$ cat src/rtl/seg7_pkg.sv
// rtl/seg7_pkg.sv - shared 7-segment pattern constants, digit type and monitor state enum
package seg7_pkg;

    typedef logic [3:0] digit_t;
    typedef logic [6:0] seg_t;

    typedef enum logic {
        NO_REF = 1'b0,
        TRACK  = 1'b1
    } mon_state_t;

    // Segment patterns, bit6..bit0 = g f e d c b a, active high.
    localparam seg_t SEG7_0     = 7'h3F;
    localparam seg_t SEG7_1     = 7'h06;
    localparam seg_t SEG7_2     = 7'h5B;
    localparam seg_t SEG7_3     = 7'h4F;
    localparam seg_t SEG7_4     = 7'h66;
    localparam seg_t SEG7_5     = 7'h6D;
    localparam seg_t SEG7_6     = 7'h7D;
    localparam seg_t SEG7_7     = 7'h07;
    localparam seg_t SEG7_8     = 7'h7F;
    localparam seg_t SEG7_9     = 7'h6F;
    localparam seg_t SEG7_BLANK = 7'h00;

endpackage

$ cat src/rtl/seg7_monitor_decode.sv
// rtl/seg7_monitor_decode.sv - combinational 7-segment pattern to BCD digit decoder
module seg7_decode
    import seg7_pkg::*;
(
    input  logic [6:0] pattern,
    output digit_t     digit,
    output logic       is_valid,
    output logic       is_blank
);

    // Table lookup; anything outside the ten digit patterns is not a digit.
    always_comb begin
        digit    = 4'd0;
        is_valid = 1'b1;
        is_blank = (pattern == SEG7_BLANK);
        case (pattern)
            SEG7_0:  digit = 4'd0;
            SEG7_1:  digit = 4'd1;
            SEG7_2:  digit = 4'd2;
            SEG7_3:  digit = 4'd3;
            SEG7_4:  digit = 4'd4;
            SEG7_5:  digit = 4'd5;
            SEG7_6:  digit = 4'd6;
            SEG7_7:  digit = 4'd7;
            SEG7_8:  digit = 4'd8;
            SEG7_9:  digit = 4'd9;
            default: is_valid = 1'b0;
        endcase
    end

endmodule

$ cat src/rtl/seg7_monitor.sv
// rtl/seg7_monitor.sv - debounced 7-segment bus receiver with step classification and error count
module seg7_monitor
    import seg7_pkg::*;
#(
    parameter int STABLE_CYCLES  = 4,
    parameter bit SEG_ACTIVE_LOW = 1'b0
) (
    input  logic       clk,
    input  logic       rst_n,
    input  logic [6:0] seg_in,
    output logic [3:0] digit,
    output logic       digit_valid,
    output logic       step_up,
    output logic       step_down,
    output logic       jump,
    output logic       blank,
    output logic       seg_error,
    output logic [7:0] err_count,
    output logic       has_ref
);

    localparam logic [3:0] STABLE    = 4'(STABLE_CYCLES);
    localparam logic [3:0] STABLE_M1 = 4'(STABLE_CYCLES - 1);

    logic [6:0] s1, s2, p, last_pat;
    logic [3:0] cnt;
    logic       same, accept;
    digit_t     dec_digit;
    logic       dec_valid, dec_blank;
    mon_state_t state, state_d;
    digit_t     digit_d;
    logic       digit_valid_d, step_up_d, step_down_d, jump_d, blank_d, seg_error_d;
    logic [7:0] err_count_d;
    digit_t     up_target, down_target;

    // Two-flop synchronizer for the asynchronous segment bus.
    always_ff @(posedge clk) begin
        if (!rst_n) begin
            s1 <= 7'd0;
            s2 <= 7'd0;
        end else begin
            s1 <= seg_in;
            s2 <= s1;
        end
    end

    assign p = SEG_ACTIVE_LOW ? ~s2 : s2;

    // s1 is the value p will take next cycle, so comparing s1 with s2 tells whether
    // p is about to repeat; inversion does not change equality.
    assign same   = (s1 == s2);
    assign accept = same && (cnt == STABLE_M1) && (p != last_pat);

    // Saturating run-length counter of identical synchronized samples.
    always_ff @(posedge clk) begin
        if (!rst_n) begin
            cnt <= 4'd0;
        end else if (!same) begin
            cnt <= 4'd0;
        end else if (cnt != STABLE) begin
            cnt <= cnt + 4'd1;
        end
    end

    // Remember the last accepted pattern so a held or returning pattern is not re-reported.
    always_ff @(posedge clk) begin
        if (!rst_n) begin
            last_pat <= 7'd0;
        end else if (accept) begin
            last_pat <= p;
        end
    end

    seg7_decode u_decode (
        .pattern  (p),
        .digit    (dec_digit),
        .is_valid (dec_valid),
        .is_blank (dec_blank)
    );

    assign up_target   = (digit == 4'd9) ? 4'd0 : digit + 4'd1;
    assign down_target = (digit == 4'd0) ? 4'd9 : digit - 4'd1;

    // Next state and next registered outputs for an accept event.
    always_comb begin
        state_d       = state;
        digit_d       = digit;
        digit_valid_d = 1'b0;
        step_up_d     = 1'b0;
        step_down_d   = 1'b0;
        jump_d        = 1'b0;
        blank_d       = blank;
        seg_error_d   = 1'b0;
        err_count_d   = err_count;
        if (accept) begin
            if (dec_valid) begin
                digit_d       = dec_digit;
                digit_valid_d = 1'b1;
                blank_d       = 1'b0;
                if (state == TRACK) begin
                    if (dec_digit == up_target) begin
                        step_up_d = 1'b1;
                    end else if (dec_digit == down_target) begin
                        step_down_d = 1'b1;
                    end else begin
                        jump_d = 1'b1;
                    end
                end
                state_d = TRACK;
            end else if (dec_blank) begin
                blank_d = 1'b1;
                state_d = NO_REF;
            end else begin
                seg_error_d = 1'b1;
                blank_d     = 1'b0;
                if (err_count != 8'hFF) begin
                    err_count_d = err_count + 8'd1;
                end
                state_d = NO_REF;
            end
        end
    end

    // State and output registers.
    always_ff @(posedge clk) begin
        if (!rst_n) begin
            state       <= NO_REF;
            digit       <= 4'd0;
            digit_valid <= 1'b0;
            step_up     <= 1'b0;
            step_down   <= 1'b0;
            jump        <= 1'b0;
            blank       <= 1'b0;
            seg_error   <= 1'b0;
            err_count   <= 8'd0;
        end else begin
            state       <= state_d;
            digit       <= digit_d;
            digit_valid <= digit_valid_d;
            step_up     <= step_up_d;
            step_down   <= step_down_d;
            jump        <= jump_d;
            blank       <= blank_d;
            seg_error   <= seg_error_d;
            err_count   <= err_count_d;
        end
    end

    assign has_ref = (state == TRACK);

endmodule

$ cat config.mk
export PLATFORM = sky130hd
export DESIGN_NAME = seg7_monitor
export DESIGN_NICKNAME = d
export VERILOG_FILES = /design/src/rtl/seg7_pkg.sv /design/src/rtl/seg7_monitor_decode.sv /design/src/rtl/seg7_monitor.sv
export SDC_FILE = /design/constraint.sdc
export NUM_CORES = 1
export LEC_CHECK = 0
export CAP_MARGIN = 15
export CORE_ASPECT_RATIO = 1.1
export CORE_MARGIN = 1.5
export CORE_UTILIZATION = 40
export DETAILED_ROUTE_END_ITERATION = 16
export GPL_TIMING_DRIVEN = 0
export PLACE_DENSITY = 0.6
export SYNTH_ARGS = -nofsm -noshare
export SYNTH_HDL_FRONTEND = slang
export SYNTH_SLANG_ARGS = --single-unit
$ cat constraint.sdc
create_clock -name clk -period 2.6 [get_ports clk]
set_clock_uncertainty 0.05 [all_clocks]
set_input_delay 0.52 -clock clk [delete_from_list [all_inputs] [get_ports clk]]
set_output_delay 0.52 -clock clk [all_outputs]
set_load 0.03 [all_outputs]
# After elaboration in Yosys (flattened, before gate mapping)
# Cells that the tools add are included.
# op_classes
add_sub_neg	4
n_eq_ne	18
n_mux	11
n_bitwise	5
n_reduce_logical	12
# op_table
cell	n
$eq 7x7->1 const B	7
$pmux 4 s9	1
$eq 7x3->1 const B	2
$reduce_or 10->1	1
$add 4x1->4 const B	2
$add 8x1->8 const B	1
$eq 4x4->1	2
$mux 1	8
$mux 4	2
$ne 8x8->1 const B	1
$reduce_and 4->1	2
$eq 7x6->1 const B	1
$eq 7x7->1	1
$logic_not 7->1	1
$ne 7x7->1	1
$reduce_and 2->1	3
$not 1->1	5
$reduce_or 5->1	1
$eq 4x2->1 const B	1
$eq 4x4->1 const B	1
$logic_not 4->1	1
$ne 4x3->1 const B	1
$sub 4x1->4 const B	1
$reduce_or 3->1	1
$logic_and 1x1->1	2
# word_totals
regBits	44
out_inout_bits	19
wordCells	63

# Longest topological paths before layout
# Gate-level depths: netlist of run 1.
# logic_depth
word_depth	5
depth_mapped	9
mapped_depth_nobuf	6

# By module
# From an unflattened synthesis of run 1, not the netlist that was laid out.
# hier_totals
cells_unflattened	260
area_unflattened_um2	2194.6
# by_module_without_submodules
mod	instances	cells_per_inst	area_per_inst_um2
seg7_monitor	1	232	2011.9
seg7_decode	1	28	182.7

# Worst setup path after synthesis of run 1
# Ideal clock, no wire load.
# synth_path
kind	register to register
from	register err_count[2]
to	register err_count[7]
setup_time_ns	0.071
arrival_ns	1.930
required_time_ns	2.479
slack_ns	0.550
path_stages_with_launch	6
period_less_slack_ns	2.050
cell_sequence	dfxtp_1 > and4_1 > nand2_1 > or4_1 > or4_1 > a21oi_1
# synth_between
elab_chain_len	2
# synth_rtl
element	line_no	source
start: declaration	seg7_monitor.sv:18	output logic [7:0] err_count,
start signal: assignment	seg7_monitor.sv:145	err_count <= err_count_d;
parallel branches: the longest is 2 deep, another holds $add 8x1->8	n/a	
# Parallel ways; which one is timed is not known.
# A chain may end at the register's enable or synchronous reset.

# Worst setup path after layout of run 1
# layout_path
from	register s2[2], in the netlist p[2]
to	register err_count[4]
# layout_between
elab_chain_len	5
# layout_rtl
element	line_no	source
start: declaration	seg7_monitor.sv:25	logic [6:0] s1, s2, p, last_pat;
start signal: assignment	seg7_monitor.sv:40	s2 <= 7'd0;
start signal: assignment	seg7_monitor.sv:43	s2 <= s1;
$eq 7x6->1 (tied with other cells)	seg7_monitor_decode.sv:16	case (pattern)
$reduce_or 10->1 (no line)	n/a	
$mux 1	seg7_monitor_decode.sv:16	
$not 1->1 (no line)	n/a	
$reduce_and 4->1 (no line) (*)	n/a	
# Mark *: on every way between the ends. The rest lies on a longest branch, timed or not.

==> results of run 1 <==
state kept, by name, summed over array words and instances (netlist names), 4 cells and up:
signal / cells
s1: 7
last_pat: 7
err_count: 8
digit: 4
cnt: 4
p: 7
worst min path at each step:
| stage | endpoint | slack (ns) | cells after the start |
|---|---|---|---|
| after detailed placement | p[0] | 0.41 | 1 |
| after global routing | p[5] | 0.45 | 1 |
| after CTS | p[0] | 0.43 | 1 |
| after global placement | blank | 0.40 | 2 |
| final | p[0] | 0.43 | 1 |
| after floorplan | p[0] | 0.40 | 1 |
metrics by stage:
stage               worst slack, ns  util (%)
global route                0.00714      49.6
floorplan                     0.550         -
detailed placement            0.169      47.6
CTS                           0.151      49.2
global placement              0.190      47.6
finish                        0.337      49.6
cells in the mapped netlist (7+ instances only):
| library cell | count |
|---|---|
| nand4_1 | 7 |
| nand2_1 | 23 |
| nor2_1 | 19 |
| and2_1 | 16 |
| xnor2_1 | 10 |
| inv_1 | 7 |
| nand3_1 | 15 |
| a21oi_1 | 13 |
| mux2i_1 | 16 |
| dfxtp_1 | 44 |
| xor2_1 | 8 |
| nand2b_1 | 7 |
per-layer routing:
metal	up-vias	routed length [um]	global-route usage, %
met3	7	142	2.84
met1	890	2350	20.6
li1	1010	-	-
met2	30	2340	28.3
met5	-	0	0
met4	0	60	5.56
worst max-delay path: cells and delay by family, from the launching register on:
kind,cells,cell delay [ns]
buf+inv,2,0.45
mux,1,0.21
simple gates,4,0.99
xor+xnor,1,0.13
flops,1,0.37
final cells by class:
| class | count | share of cell area, % |
|---|---|---|
| inverters | 7 | 0.924 |
| multi-input cells | 198 | 48.5 |
| plain buffers | 15 | 3.34 |
| clock buffers | 7 | 3.39 |
| flip-flops and latches | 44 | 31.0 |
| well taps | 77 | 3.39 |
| repair buffers | 27 | 9.50 |
cell families (layout without fill, tap and decap cells):
logic type / after synthesis / in the layout / share of synthesized area (%)
adder cells (fa/ha/maj): 3 / 3 / 1.59
AO/OA/AOI/OAI: 36 / 36 / 10.9
XOR/XNOR: 18 / 18 / 6.68
buffers and inverters: 22 / 56 / 5.14
multiplexers: 16 / 16 / 6.79
AND/OR/NAND/NOR: 125 / 125 / 31.5
flip-flops: 44 / 44 / 37.3
power groups by stage:
stage,Combinational [mW],Clock [mW],Sequential (mW)
after CTS,0.102,0.467,0.692
after detailed placement,0.101,0,0.708
after global routing,0.115,0.492,0.693
final,0.104,0.454,0.691
after global placement,0.100,0,0.707
after floorplan,0.0710,0,0.706
==> results.cfg, run 1 <==
[worst_setup_path]
worstPathArrival_ns = 2.44
path_class = flip-flop to flip-flop
crit_slowest_cell = dfxtp_1
rrSetupSlack_ns = 0.34
crit_path_cell_trace = buf_4, xnor2_1, nand4_1, nor4_4, nand3_1, buf_2, nor4_2, mux2i_1
r2r_cells = 8
endpoint = err_count[4]
r2r-end = err_count[4]
r2r-start = p[2]
critical_path.max_stage_delay_ns = 0.37
endpoint_kind = flip-flop
critPathMaxFanout = 10
critical_path.startpoint = p[2]
critPathLaunchType = flip-flop
required_ns = 2.78

[sta]
rsz0062_at_grt = no
max_clock_freq_mhz = 442
finalHoldViolations = 0
setup_violations = 0
worst_pin_slew_ns = 0.578
tns_ns = 0
slew_headroom_pct = 61.3
fin_crit_sh_pct = 87.0
final_max_slew_viol_count = 0
whs_ns = 0.426
layout_min_cycle_time_ns = 2.26

[route]
totalWireLength_um = 4890
vias = 1937
drtAntennaViolNets = 0
drt_iter0_drc = 101
avgViaCountPerCell = 5.17
wl_per_cell_um = 13.0
drt_pass1_iterations = 4
route.detailed.drc = 0

[clock_network]
clock_latency_ns = 0.29
ctsResizeCount = 0
clock_sinks = 44
tritoncts = built
cts_hold_buffers = 0
path_clk_slew_ns = 0.08
root_buffer = clkbuf_8
post-cts-setup-buffers = 0
ctsHtreeMaxLevel = 2
clk_path_buf_depth = 2
cts_buffers = 5

[power]
ir_drop_v = 0.000287
power.leakage_nw = 1.06
pwr-share-seq_pct = 55.3
p_total_mw = 1.25
switching_share_pct = 22.5
p_int_mw = 0.969
p_per_area_mw_per_mm2 = 440
p_switching_mw = 0.282
p_comb_share_pct = 8.4
pwr-share-clk_pct = 36.3

[logic_synthesis]
synthFlopType = dfxtp_1
synthCells = 264
synth_top_area_share_pct = 37.3
synth_top_area_cell = dfxtp_1
synthTopCellsByArea = dfxtp_1 (37%), mux2i_1 (6.8%), and2_1 (4.2%)
synth_area_mm2 = 0.00236
ys_ff_latch = 44
synth_edf_count = 0
syn-num-nets = 276
synth_area_per_cell_um2 = 8.94
ys_seq_area_share_pct = 37.3
synth_cell_types = 53
synth_warnings = 0
synthArstFlopShare_pct = 0

[worst_hold_path]
hold_path.class = flip-flop to flip-flop
worstHoldStart = s1[0]

[floorplan]
placementRows = 29
start_util_pct = 41.2
fp.dieH_um = 83.6
core-area_mm2 = 0.00573
die_w_um = 76.2
die_area_mm2 = 0.00637
ios = 28

[grt]
globalRouteOverflowTotal = 0
grt_pass1_vias = 1851
antenna_found_initial = 0
grt_max_degree = 13
track_usage_pct = 16.4
grt_pass1_wl_um = 8610

[cells_and_area]
multi_input_area_mm2 = 0.00138
fin_nets = 310
final_common_cell = dfxtp_1
final_area_mm2 = 0.00284
regArea_um2 = 881
final_layout_size_suffix_gt1_share_pct = 10.4
fin_cells = 375
num_antenna_cells = 0
area_growth_pct = 20.5
final_cell_mix = dfxtp_1 (44), clkdlybuf4s50_1 (27), nand2_1 (23)
fillCellCount = 582

[placed_design]
dp_hpwl_um = 3670
dpl.cell_count = 368
portBuffers = 27
place_area_mm2 = 0.00273
gp_congestion = 0.859

[flow_run]
maxCapViolCount = 0

[outcome]
outcome = finished, final reports clean
Power figures use the tool's default switching activity.
==> run 2: changes to the inputs <==
--- a/config.mk
+++ b/config.mk
@@ -12,6 +12,8 @@
 export DETAILED_ROUTE_END_ITERATION = 16
 export GPL_TIMING_DRIVEN = 0
 export PLACE_DENSITY = 0.6
+export SETUP_SLACK_MARGIN = 0.15
+export SLEW_MARGIN = 20
 export SYNTH_ARGS = -nofsm -noshare
 export SYNTH_HDL_FRONTEND = slang
 export SYNTH_SLANG_ARGS = --single-unit
==> run 2 against run 1 <==
  * Hold slack is essentially flat
  * Sequential power is essentially flat
  * Critical path depth is the same
  * Sequential share of layout area shrank 0.39 points
  * Maximum frequency grew 3.4%
  * Wire length is essentially flat
  * Combinational power is essentially flat
  * Power grew 0.36%
  * Setup slack gained 0.075 ns
  * First-iteration DRC count shrank 15%
  * Largest cell class unchanged
  * Largest power group unchanged
  * Highest routed layer unchanged
==> results.cfg, run 2 (synthesized netlist as in run 1, its figures left out) <==
[route]
drt_pass1_iterations = 4
drtAntennaViolNets = 0
drt_iter0_drc = 86
route.detailed.drc = 0
wl_per_cell_um = 13.0
vias = 1927
totalWireLength_um = 4880
avgViaCountPerCell = 5.14

[floorplan]
start_util_pct = 41.2
die_area_mm2 = 0.00637
ios = 28
fp.dieH_um = 83.6
core-area_mm2 = 0.00573
die_w_um = 76.2
placementRows = 29

[grt]
antenna_found_initial = 0
grt_max_degree = 13
grt_pass1_wl_um = 8610
grt_pass1_vias = 1851
track_usage_pct = 16.4
globalRouteOverflowTotal = 0

[power]
ir_drop_v = 0.000287
power.leakage_nw = 1.07
switching_share_pct = 22.7
pwr-share-clk_pct = 36.3
pwr-share-seq_pct = 55.1
p_switching_mw = 0.285
p_per_area_mw_per_mm2 = 435
p_int_mw = 0.970
p_total_mw = 1.25
p_comb_share_pct = 8.6

[sta]
tns_ns = 0
setup_violations = 0
final_max_slew_viol_count = 0
max_clock_freq_mhz = 457
worst_pin_slew_ns = 0.777
slew_headroom_pct = 48.0
finalHoldViolations = 0
layout_min_cycle_time_ns = 2.19
fin_ws_ns = 0.412
fin_crit_sh_pct = 84.2
rsz0062_at_grt = no

[clock_network]
cts_hold_buffers = 0
ctsHtreeMaxLevel = 2
clock_latency_ns = 0.29
clock_sinks = 44
clk_path_buf_depth = 2
cts_buffers = 5
root_buffer = clkbuf_8
tritoncts = built
path_clk_slew_ns = 0.08

[worst_setup_path]
rrSetupSlack_ns = 0.41
required_ns = 2.78
critPathMaxFanout = 10
critPathLaunchType = flip-flop
worstPathArrival_ns = 2.37
r2r_cells = 8
endpoint_kind = flip-flop
path_class = flip-flop to flip-flop

[cells_and_area]
area_growth_pct = 22.2
regArea_um2 = 882
largest_reg_flops = 8
final_common_cell = dfxtp_1
final_layout_size_suffix_gt1_share_pct = 11.4
multi_input_area_mm2 = 0.00141
fin_cells = 375
final_cell_mix = dfxtp_1 (43), clkdlybuf4s50_1 (27), nand2_1 (23)
num_antenna_cells = 0
fin_nets = 310
post-route-util_pct = 50.3
fillCellCount = 576
regMostFlops = err_count

[worst_hold_path]
whs_path_depth = 1
hold_path.class = flip-flop to flip-flop

[placed_design]
pre_cts_slack_ns = 0.169
portBuffers = 27
dp_hpwl_um = 3670
gp_congestion = 0.859
dpl.cell_count = 368

[outcome]
outcome = finished, final reports clean

[flow_run]
maxCapViolCount = 0
[run 2: metrics by stage]
stage	cell area, um2	hold WS, ns
floorplan	2360	0.400
detailed placement	2730	0.411
CTS	2820	0.435
global route	2880	0.447
global placement	2730	0.404
finish	2880	0.426
[run 2: worst paths after layout]
check                           startpoint            to
worst max-delay path                  p[1]  err_count[4]
worst min-delay path                 s1[0]          p[0]
worst max register to register        p[1]  err_count[4]
worst min register to register       s1[0]          p[0]
[run 2: timing repair]
item	in CTS	in global routing
endpoints found under the setup margin	0	19
buffers inserted	0	0
resized for setup	0	12
hold endpoints to repair	0	0
[run 2: power by group through the flow]
stage | clock [mW] | sequential, mW | combinational (mW)
2_1_floorplan | 0 | 0.706 | 0.0710
3_3_place_gp | 0 | 0.707 | 0.100
3_5_place_dp | 0 | 0.708 | 0.101
4_1_cts | 0.467 | 0.692 | 0.102
5_1_grt | 0.492 | 0.693 | 0.119
6_report | 0.456 | 0.692 | 0.107
[run 2: layout make-up]
cell class | count | share of cell area (%)
Sequential cell | 44 | 30.6
Buffer | 15 | 3.64
Timing Repair Buffer | 27 | 9.37
Tap cell | 77 | 3.34
Clock buffer | 7 | 3.34
Inverter | 7 | 0.911
Multi-Input combinational cell | 198 | 48.8
[run 2: critical path: stages, from the launching register on]
cell and delay, ns:
dfxtp_1 0.40, buf_6 0.17, xnor2_1 0.12, nand4_1 0.16, nor4_4 0.33, nand3_2 0.16, buf_4 0.22, nor4_4 0.32
mux2i_1 0.20
[run 2: metal layers]
layer  GRT usage [%]  share of wire, %
met1            20.6                47
met2            28.3                48
met3            2.84               3.0
met4            5.56               1.5
met5               0                 0
==> run 3: changes to the inputs <==
==> constraint.sdc (replaced) <==
create_clock -name clk -period 2.3 [get_ports clk]
set_clock_uncertainty 0.05 [all_clocks]
set_input_delay 0.46 -clock clk [delete_from_list [all_inputs] [get_ports clk]]
set_output_delay 0.46 -clock clk [all_outputs]
set_load 0.03 [all_outputs]
==> run 3 against run 2 <==
  * Critical path depth is 1 lower
  * Hold slack better by 0.0047 ns
  * Combinational power is 39% higher
  * Global-route usage is 0.21 points higher
  * Maximum frequency is 1.4% higher
  * Clock power is 12% higher
  * Critical path type unchanged
  * Setup slack worse by 0.27 ns
==> results.cfg, run 3 (synthesized netlist as in run 1, its figures left out) <==
[outcome]
outcome = finished, final reports clean

[worst_hold_path]
worstHoldStart = s1[0]
hold_path.class = flip-flop to flip-flop
whs_path_depth = 1
min_to = p[0]

[worst_setup_path]
r2r_cells = 7
critPathMaxFanout = 10
rrSetupSlack_ns = 0.14
worstPathArrival_ns = 2.34
critPathLaunchType = flip-flop
path_class = flip-flop to flip-flop
required_ns = 2.48
r2r-end = err_count[1]
endpoint_kind = flip-flop
r2r-start = p[6]

[route]
vias = 2000
drtAntennaViolNets = 0
route.detailed.drc = 0
drt_pass1_iterations = 4
drt_iter0_drc = 99
totalWireLength_um = 5300
avgViaCountPerCell = 5.12
wl_per_cell_um = 13.5

[placed_design]
dp_hpwl_um = 3670
portBuffers = 27
pre_cts_slack_ns = -0.131
dpl.cell_count = 368
gp_congestion = 0.859

[grt]
track_usage_pct = 16.6
grt_pass1_vias = 1867
grt_max_degree = 13
antenna_found_initial = 0
grt_pass1_wl_um = 8730
globalRouteOverflowTotal = 0

[sta]
setup_violations = 0
whs_ns = 0.431
slew_headroom_pct = 60.3
layout_min_cycle_time_ns = 2.16
fin_crit_sh_pct = 93.8
worst_pin_slew_ns = 0.591
final_max_slew_viol_count = 0
fin_ws_ns = 0.143
max_clock_freq_mhz = 464
rsz0062_at_grt = yes
finalHoldViolations = 0

[floorplan]
fp.dieH_um = 83.6
die_area_mm2 = 0.00637
start_util_pct = 41.2
die_w_um = 76.2
ios = 28
placementRows = 29
core-area_mm2 = 0.00573

[clock_network]
path_clk_slew_ns = 0.08
clk_path_buf_depth = 2
cts_hold_buffers = 0
root_buffer = clkbuf_8
cts_buffers = 5
clock_latency_ns = 0.29
ctsHtreeMaxLevel = 2
clock_sinks = 44
tritoncts = built

[cells_and_area]
post-route-util_pct = 55.8
fin_nets = 326
regMostFlops = err_count
fillCellCount = 552
largest_reg_flops = 8
final_layout_size_suffix_gt1_share_pct = 23.9
final_cell_mix = dfxtp_1 (37), clkdlybuf4s50_1 (27), nand2_1 (22)
num_antenna_cells = 0
area_growth_pct = 35.6
final_common_cell = dfxtp_1
fin_cells = 391

[power]
p_total_mw = 1.44
p_per_area_mw_per_mm2 = 451
ir_drop_v = 0.000362
power.leakage_nw = 1.20

[flow_run]
maxCapViolCount = 0
-- run 3: changes by cell type in the layout (fill, tap and decap cells not counted), sizes merged --
cell / change
clkbuf: +3
buf: +13
-- run 3: worst max-delay path by stage --
| stage | startpoint | to | slack [ns] | cells after the start |
|---|---|---|---|---|
| 6_report | p[6] | err_count[1] | 0.14 | 7 |
| 5_1_grt | p[2] | err_count[1] | 0.05 | 8 |
| 4_1_cts | p[2] | err_count[4] | 0.15 | 8 |
| 3_5_place_dp | p[2] | err_count[4] | -0.13 | 8 |
| 3_3_place_gp | p[2] | err_count[4] | -0.11 | 8 |
| 2_1_floorplan | err_count[2] | err_count[7] | 0.25 | 5 |
-- run 3: layer usage --
| layer | up-vias | global-route usage (%) | part of all wire (%) |
|---|---|---|---|
| met3 | 5 | 2.84 | 2.6 |
| li1 | 1041 | - | - |
| met2 | 30 | 29.1 | 51 |
| met5 | - | 0 | 0 |
| met4 | 0 | 5.56 | 0.87 |
| met1 | 924 | 20.5 | 46 |
-- run 3: where the power goes --
part           leakage, nW  internal [mW]  switching, mW  total, mW
logic                0.789         0.0745         0.0742      0.149
clock network       0.0503          0.268          0.243      0.511
registers            0.361          0.772        0.00982      0.782
-- run 3: what timing repair did --
action | in CTS | in global routing
setup buffers | 2 | 12
endpoints found under the hold margin | 0 | 0
pin swaps | 5 | 19
setup endpoints to repair | 20 | 23
gates resized for setup | 18 | 37
cloned | 0 | 2
-- run 3: area by class of cell --
type                            instances  area, um2  area share (%)
Multi-Input combinational cell        198       1520            47.5
Sequential cell                        44        895            28.0
Timing Repair Buffer                   43        434            13.6
Buffer                                 15        131            4.11
Clock buffer                            7       96.3            3.01
Tap cell                               77       96.3            3.01
Inverter                                7       26.3           0.821
-- run 3: metrics by stage --
step	setup TNS [ns]	cell area, um2
5_1_grt	0	3200
3_3_place_gp	-0.196	2730
3_5_place_dp	-0.230	2730
4_1_cts	0	2920
2_1_floorplan	0	2360
6_report	0	3200
-- run 3: critical path, cell delays in order (launching register included) --
cell	delay, ns
dfxtp_1	0.31
buf_4	0.17
and3_1	0.23
a32o_2	0.27
nor2_4	0.19
nand3_4	0.16
or4b_4	0.58
a21oi_2	0.12
